<file path="config.mk">
export PLATFORM = sky130hd
export DESIGN_NAME = corefifo_fwft_pipe
export DESIGN_NICKNAME = d
export VERILOG_FILES = /design/src/rtl/corefifo_fwft_pipe.sv
export SDC_FILE = /design/constraint.sdc
export NUM_CORES = 1
export LEC_CHECK = 0
export ABC_AREA = 1
export CAP_MARGIN = 10
export CORE_MARGIN = 3
export CORE_UTILIZATION = 50
export DETAILED_ROUTE_END_ITERATION = 6
export DONT_BUFFER_PORTS = 1
export GPL_TIMING_DRIVEN = 0
export PLACE_DENSITY = 0.76
export SLEW_MARGIN = 20
export SYNTH_ARGS = -nofsm -noshare
export SYNTH_HDL_FRONTEND = slang
export SYNTH_SLANG_ARGS = --single-unit
export TNS_END_PERCENT = 10
</file>
<file path="constraint.sdc">
create_clock -name clk -period 1.5 [get_ports clk]
set_input_delay 0.075 -clock clk [delete_from_list [all_inputs] [get_ports clk]]
set_output_delay 0.075 -clock clk [all_outputs]
set_load 0.01 [all_outputs]
</file>
<file path="src/rtl/corefifo_fwft_pipe.sv">
// First-word-fall-through read adapter with credit-controlled prefetch buffer.
// Optional macro COREFIFO_FWFT_LEVEL_EN adds the registered pf_level occupancy port.
module corefifo_fwft_pipe #(
  parameter int DWIDTH    = 18,
  parameter int RAM_LAT   = 1,
  parameter int PF_DEPTH  = 4,
  parameter int READ_LOW  = 0,
  parameter int AE_THRESH = 1
) (
  input  logic              clk,
  input  logic              aresetn,
  input  logic              flush,
  input  logic              fifo_empty,
  input  logic              fifo_aempty,
  output logic              fifo_rd_en,
  input  logic [DWIDTH-1:0] fifo_dout,
  input  logic              rd_en,
  output logic [DWIDTH-1:0] dout,
  output logic              dout_valid,
  output logic              empty,
  output logic              aempty,
  output logic              underflow
`ifdef COREFIFO_FWFT_LEVEL_EN
  ,
  output logic [4:0]        pf_level
`endif
);

  localparam int PW = $clog2(PF_DEPTH);

  generate
    if (RAM_LAT < 1 || RAM_LAT > 3) begin : g_bad_ram_lat
      $error("corefifo_fwft_pipe: RAM_LAT must be 1..3");
    end
    if (PF_DEPTH < RAM_LAT + 1 || PF_DEPTH > 16 || (PF_DEPTH & (PF_DEPTH - 1)) != 0) begin : g_bad_pf_depth
      $error("corefifo_fwft_pipe: PF_DEPTH must be a power of two in RAM_LAT+1..16");
    end
    if (AE_THRESH < 0 || AE_THRESH > PF_DEPTH) begin : g_bad_ae_thresh
      $error("corefifo_fwft_pipe: AE_THRESH must be 0..PF_DEPTH");
    end
  endgenerate

  logic [PW-1:0]      rd_ptr;
  logic [PW-1:0]      wr_ptr;
  logic [4:0]         occ;
  logic [4:0]         occ_next;
  logic [RAM_LAT-1:0] tags;
  logic [1:0]         infl;
  logic               rd_active;
  logic               consume;
  logic               write;
  logic [DWIDTH-1:0]  mem [PF_DEPTH];

  assign rd_active = (READ_LOW != 0) ? !rd_en : rd_en;
  assign consume   = rd_active && dout_valid;
  // The oldest tag marks the cycle its read data sits on fifo_dout; a flush drops it.
  assign write     = tags[RAM_LAT-1] && !flush;

  // NOTE: every variable assigned in always_comb gets a default first, so no latch is inferred.
  always_comb begin
    infl = '0;
    for (int i = 0; i < RAM_LAT; i++) begin
      infl = infl + {1'b0, tags[i]};
    end
  end

  // Credit uses registered counts only: a consume this cycle frees a slot next cycle.
  assign fifo_rd_en = aresetn && !fifo_empty && !flush &&
                      (({1'b0, occ} + {4'b0, infl}) < 6'(PF_DEPTH));

  always_comb begin
    occ_next = occ;
    case ({write, consume})
      2'b10:   occ_next = occ + 5'd1;
      2'b01:   occ_next = occ - 5'd1;
      default: occ_next = occ;
    endcase
    if (flush) occ_next = '0;
  end

  // NOTE: sequential state uses non-blocking assignments so every flop samples pre-edge values.
  always_ff @(posedge clk or negedge aresetn) begin
    if (!aresetn) begin
      rd_ptr     <= '0;
      wr_ptr     <= '0;
      occ        <= '0;
      tags       <= '0;
      dout_valid <= 1'b0;
      empty      <= 1'b1;
      underflow  <= 1'b0;
    end else begin
      occ        <= occ_next;
      dout_valid <= (occ_next != '0);
      empty      <= (occ_next == '0);
      underflow  <= rd_active && (occ == '0);
      if (flush) begin
        rd_ptr <= '0;
        wr_ptr <= '0;
        tags   <= '0;
      end else begin
        tags <= (tags << 1) | RAM_LAT'(fifo_rd_en);
        if (write)   wr_ptr <= wr_ptr + 1'b1;
        if (consume) rd_ptr <= rd_ptr + 1'b1;
      end
    end
  end

  // NOTE: the buffer is a small flop array and dout must read zero out of reset, so it is reset.
  always_ff @(posedge clk or negedge aresetn) begin
    if (!aresetn) begin
      for (int i = 0; i < PF_DEPTH; i++) mem[i] <= '0;
    end else if (write) begin
      mem[wr_ptr] <= fifo_dout;
    end
  end

  assign dout   = mem[rd_ptr];
  assign aempty = fifo_aempty || (occ <= 5'(AE_THRESH));

`ifdef COREFIFO_FWFT_LEVEL_EN
  always_ff @(posedge clk or negedge aresetn) begin
    if (!aresetn) pf_level <= '0;
    else          pf_level <= occ_next;
  end
`endif

endmodule

</file>
After elaboration in Yosys (flattened, before gate mapping)
Cells that the tools add are included.

operators by class
  reduce and logical (&&, ||, !) cells = 15
  shift-type cells = 0
  magnitude comparators = 5
  muxes and demuxes = 13
  div/mod/pow operators = 0
  add/sub/neg operators = 5
  bitwise logic cells = 2
  multiply operators = 0
  eq/ne operators = 2

operators by type and width
  operator                                                     number
  bitwise mux 72 bit                                           1
  2-to-1 mux 18 bit                                            3
  binary-select mux 18 bit (select 2 bit)                      1
  demux 18 bit (select 2 bit)                                  1
  logical NOT 5 bit                                            2
  case mux 5 bit (2 select lines)                              1
  2-to-1 mux 2 bit                                             4
  logical AND 1 bit                                            7
  adder 5 x 1 -> 6 bit                                         1
  >= comparator 3 bit (second input constant)                  2
  less-than comparator 6 x 3 -> 1 bit (second input constant)  1
  inverter 2 -> 3 bit                                          2
  adder 5 x 1 -> 5 bit (second input constant)                 1
  <= comparator 5 x 1 -> 1 bit (second input constant)         1
  2-to-1 mux 5 bit                                             1
  nonzero test 5 bit                                           1
  subtractor 5 x 1 -> 5 bit (second input constant)            1
  adder 2 x 1 -> 2 bit (second input constant)                 2
  nonzero test 2 bit                                           2
  less-than comparator 3 x 1 -> 1 bit (second input constant)  1
  equality test 2 x 1 -> 1 bit (second input constant)         1
  equality test 2 bit (second input constant)                  1
  logical NOT 1 bit                                            2
  logical OR 1 bit                                             1
  2-to-1 mux 1 bit                                             1

word-level totals
  ROM bits = 0
  output and inout bits = 23
  bits in writable memories = 0
  memories kept = 0
  flip-flop bits (word level) = 85
  word-level logic and storage cells = 53
  latch bits = 0

Logic depth before layout (Yosys ltp)
  depth in word-level cells = 6
  mapped depth = 12

Worst setup path after synthesis
OpenSTA, ideal clock, no wires.

  path kind = reg2reg
  from = reg tags
  to = reg dout_valid
  path buffers = 0
  arrival = 1,533 ps
  slack = -159 ps
  data required time = 1,374 ps
  clock period less this slack = 1,659 ps
  stages on the path, launching flop included = 11
  cell sequence = dfrtp_1 -> inv_2 -> nor2_8 -> inv_1 -> ha_1 -> inv_1 -> nand3_1 -> nand2_1 -> nand2_1 -> nor2_1 -> nand3_1

between the ends
  word-level cells in the longest chain between the ends = 5
  elaborated cells on any way between the ends = 6
  classes of those cells = 2 x eq/ne; 2 x mux; 2 x reduce/logical

ends and longest elaborated chain
  what                                                                 RTL line  text
  from (decl)                                                          47        logic [RAM_LAT-1:0] tags;
  from (signal assigned)                                               101       tags <= (tags << 1) | RAM_LAT'(fifo_rd_en);
  logical AND 1 bit (*)                                                57        assign write = tags[RAM_LAT-1] && !flush;
  equality test 2 x 1 -> 1 bit or equality test 2 bit (tied branches)  73        case ({write, consume})
  case mux 5 bit (2 select lines) (*)                                  73
  2-to-1 mux 5 bit (*)                                                 78        if (flush) occ_next = '0;
  nonzero test 5 bit (*)                                               93        dout_valid <= (occ_next != '0);
  to (signal assigned)                                                 93
  to (decl)                                                            19        output logic dout_valid,

Every way passes the cells marked *; elsewhere a longest branch is shown, timed or not.
A chain may end at the register's enable or synchronous reset.

Final worst setup path
  from = reg rd_ptr[0]
  to = out dout[15]

between the ends
  word-level cells in the longest chain between the ends = 4

ends and longest elaborated chain
  what                                                  RTL line  text
  from (decl)                                           43        logic [PW-1:0] rd_ptr;
  from (signal assigned)                                103       if (consume) rd_ptr <= rd_ptr + 1'b1;
  inverter 2 -> 3 bit (not written as such)             117       assign dout = mem[rd_ptr];
  binary-select mux 18 bit (select 2 bit)               117
  2-to-1 mux 18 bit (not written as such) (2 in a row)  117
  to (decl)                                             18        output logic [DWIDTH-1:0] dout,

Every way passes these cells. The select of a mux whose other input is x is not followed.

==> out/summary.txt <==
crit-path most repeated cell: buf_6
violated checks: hold timing, setup timing
worst hold slack: -607 ps
largest cells by area after synthesis: dfrtp_1 (51%), nand2_1 (9.2%), o21ai_1 (6.5%), o21ai_0 (5.0%), nor2_1 (4.0%)
Worst Path Class, Setup: reg -> out
CTS tree: done
H-Tree Level Count: 3
slew margin rel.: 0.781
total CTS buffers: 9
die area: 0.00938 mm2
clock slew at reported path FFs: 100 ps
Routed WL: 10800 um
Final min period: 1550 ps
clock sink count: 85
Yosys top cell area share: 0.509
antenna violations before repair: 0
drt drc: 0
Async SR Flop Fraction: 1.00
Root Buffer: clkbuf_8
Remaining Overflow, GRT: 0
Die X-Extent: 96.8 um
largest net degree at the start of global routing: 87
Reg2Reg Setup Slack: -20 ps
area growth from synthesis to final layout: 20.6%
PortBufs: 0
All-Layer GR Usage: 0.239
dpl ws: -259 ps
commonest cells after routing, fill and taps aside: nand2_1 (99), dfrtp_1 (81), o21ai_1 (76)
crit path launch type: flop
n_diodes: 0
r2r endpoint: empty
via count: 3509
Synth Net Count: 503
area leader, netlist: dfrtp_1
most common cell after layout, fill and taps aside: nand2_1
Worst-Margin Slew: 327 ps
Max Clock Freq: 0.645 GHz
status: finished with violations
Syn Std Cell Area: 0.00413 mm2
Reg-to-Reg Start: dout_valid
CP peak stage delay: 370 ps
critical path peak fanout: 10
Gate Count Post-Synth: 469
Nets: 541
share of cells above drive strength 1: 0.227
CTS Hold Buffers Added: 19
clock buffer depth: 2
yosys warns: 0
Final Setup Violations: 10
crit-path cells: buf_6 > buf_4 > buf_6 > nor2_2 > o22ai_2
Hold Vio Cnt, Final: 86
worst hold-check path type: in -> async
slowest CP cell: dfrtp_1
HPWL Detailed: 6490 um
CP Data Required Time: 1420 ps
Seq/Total Area, Yosys: 0.516
num ports: 47
Reg2Reg Depth: 11
clock skew: 10.6 ps
Power Density: 1420 mW/mm2
worst ir drop on vdd: 0.000587 V
Via density: 5.71
RSZ-0062 raised after global routing: yes
drt pass-1 iters: 6
clk_lat worst skew: 370 ps
main flop type after synthesis: dfrtp_1
Max Cap Viol: 0
Critical path buffers and inverters: 3
Synth cell types: 26
core area: 0.00789 mm2
first-pass GRT wire length: 17900 um
number of synthesized flops with an enable pin: 0
mean routed wirelength per cell: 17.6 um
Yosys reg bits: 85
number of DRC markers in iteration 0: 256
Post-Syn Area per Cell: 8.80 um2
CP top delay family: buffers and inverters
vias in the first global route: 3549
final worst-path cycle share: 1.03
GPL Wtd Cong: 0.864
Pleak: 2.44 nW
initial core utilization: 0.523
Crit. End Element: primary output
fillcell total: 638
Crit path arrival time: 1480 ps
setup TNS: -155 ps
Routed Antenna Nets: 0
row cnt: 32
die height: 96.8 um
Final WS setup: -50.3 ps
max-slew violations: 0
routing by layer:
metal  vias to the layer above  track usage  part of all wire
met5                         -            0                 0
met4                         0        0.121             0.034
met3                        32       0.0461             0.063
met2                       125        0.385              0.48
met1                      1725        0.307              0.42
li1                       1627            -                 -
power by group:
group	total [W]	switching, W	internal [W]
combinational	0.00234	0.00137	0.000971
clock	0.00173	0.000865	0.000860
sequential	0.00302	0.000288	0.00273
total	0.00708	0.00252	0.00456
per-stage QoR:
| step | hold WS (ps) | area [um2] | utilization | total power (W) | instances |
|---|---|---|---|---|---|
| detailed placement | -219 | 4270 | 0.541 | 0.00483 | 571 |
| finish | -607 | 4980 | 0.631 | 0.00708 | 614 |
| global route | -616 | 4980 | 0.631 | 0.00747 | 614 |
| CTS | -614 | 4950 | 0.628 | 0.00699 | 614 |
| floorplan | -221 | 4140 | - | 0.00440 | 469 |
| global placement | -218 | 4270 | 0.541 | 0.00475 | 571 |
cell usage after synthesis (3+ instances only):
master,number
nand4_1,3
ha_1,10
nand2_1,101
o21ai_0,41
nand2_4,4
o21ai_1,54
inv_1,38
dfrtp_1,84
a21oi_1,6
o21ai_2,18
buf_6,12
nand3_1,13
o22ai_1,18
buf_2,6
nor2_1,44
clkbuf_1,4
timing repair:
item / in CTS / in global routing
setup endpoints to repair: 25 / 23
gates resized for setup: 58 / 27
gates cloned: 1 / 0
buffers inserted: 8 / 0
pin swaps: 12 / 6
endpoints found under the hold margin: 160 / 86
sequential cells by signal (all words and copies together) (netlist names):
register,count
empty,1
dout_valid,1
wr_ptr,2
occ,5
underflow,1
rd_ptr,2
mem,72
tags,1
layout make-up:
class                      count  area, um2  area share
clock buffer                  11        151      0.0304
inverter                      40        158      0.0317
sequential                    85       2130       0.428
timing repair buffer          28        278      0.0558
buffer                        25        280      0.0563
multi-input combinational    318       1790       0.360
tap                          102        128      0.0256
clock inverter                 5       58.8      0.0118
how the worst max path moves through the flow:
stage | depth (start not counted) | start | slack [ps] | end
final | 5 | rd_ptr[0] | -50 | dout[15]
after global routing | 11 | dout_valid | -170 | empty
after CTS | 11 | dout_valid | -50 | empty
after floorplan | 12 | tags | -60 | empty
after detailed placement | 10 | tags | -260 | empty
after global placement | 10 | tags | -220 | empty
cell families (layout without fill, tap and decap cells):
kind of cell	count (synthesis)	in the layout	synth area share
adder cells (fa/ha/maj)	10	10	0.0303
AO/OA/AOI/OAI	140	140	0.193
flip-flops	85	85	0.516
buffers and inverters	66	109	0.0888
AND/OR/NAND/NOR	168	168	0.172
worst reg2reg max path: cells and delay by family, from the launching register on:
kind,cells,cell delay (ps)
simple gates,8,600
flops,1,440
fa+ha+maj,1,300
compound gates,1,70
buf+inv,1,60
Note: power is estimated with default switching activity, not from simulation.
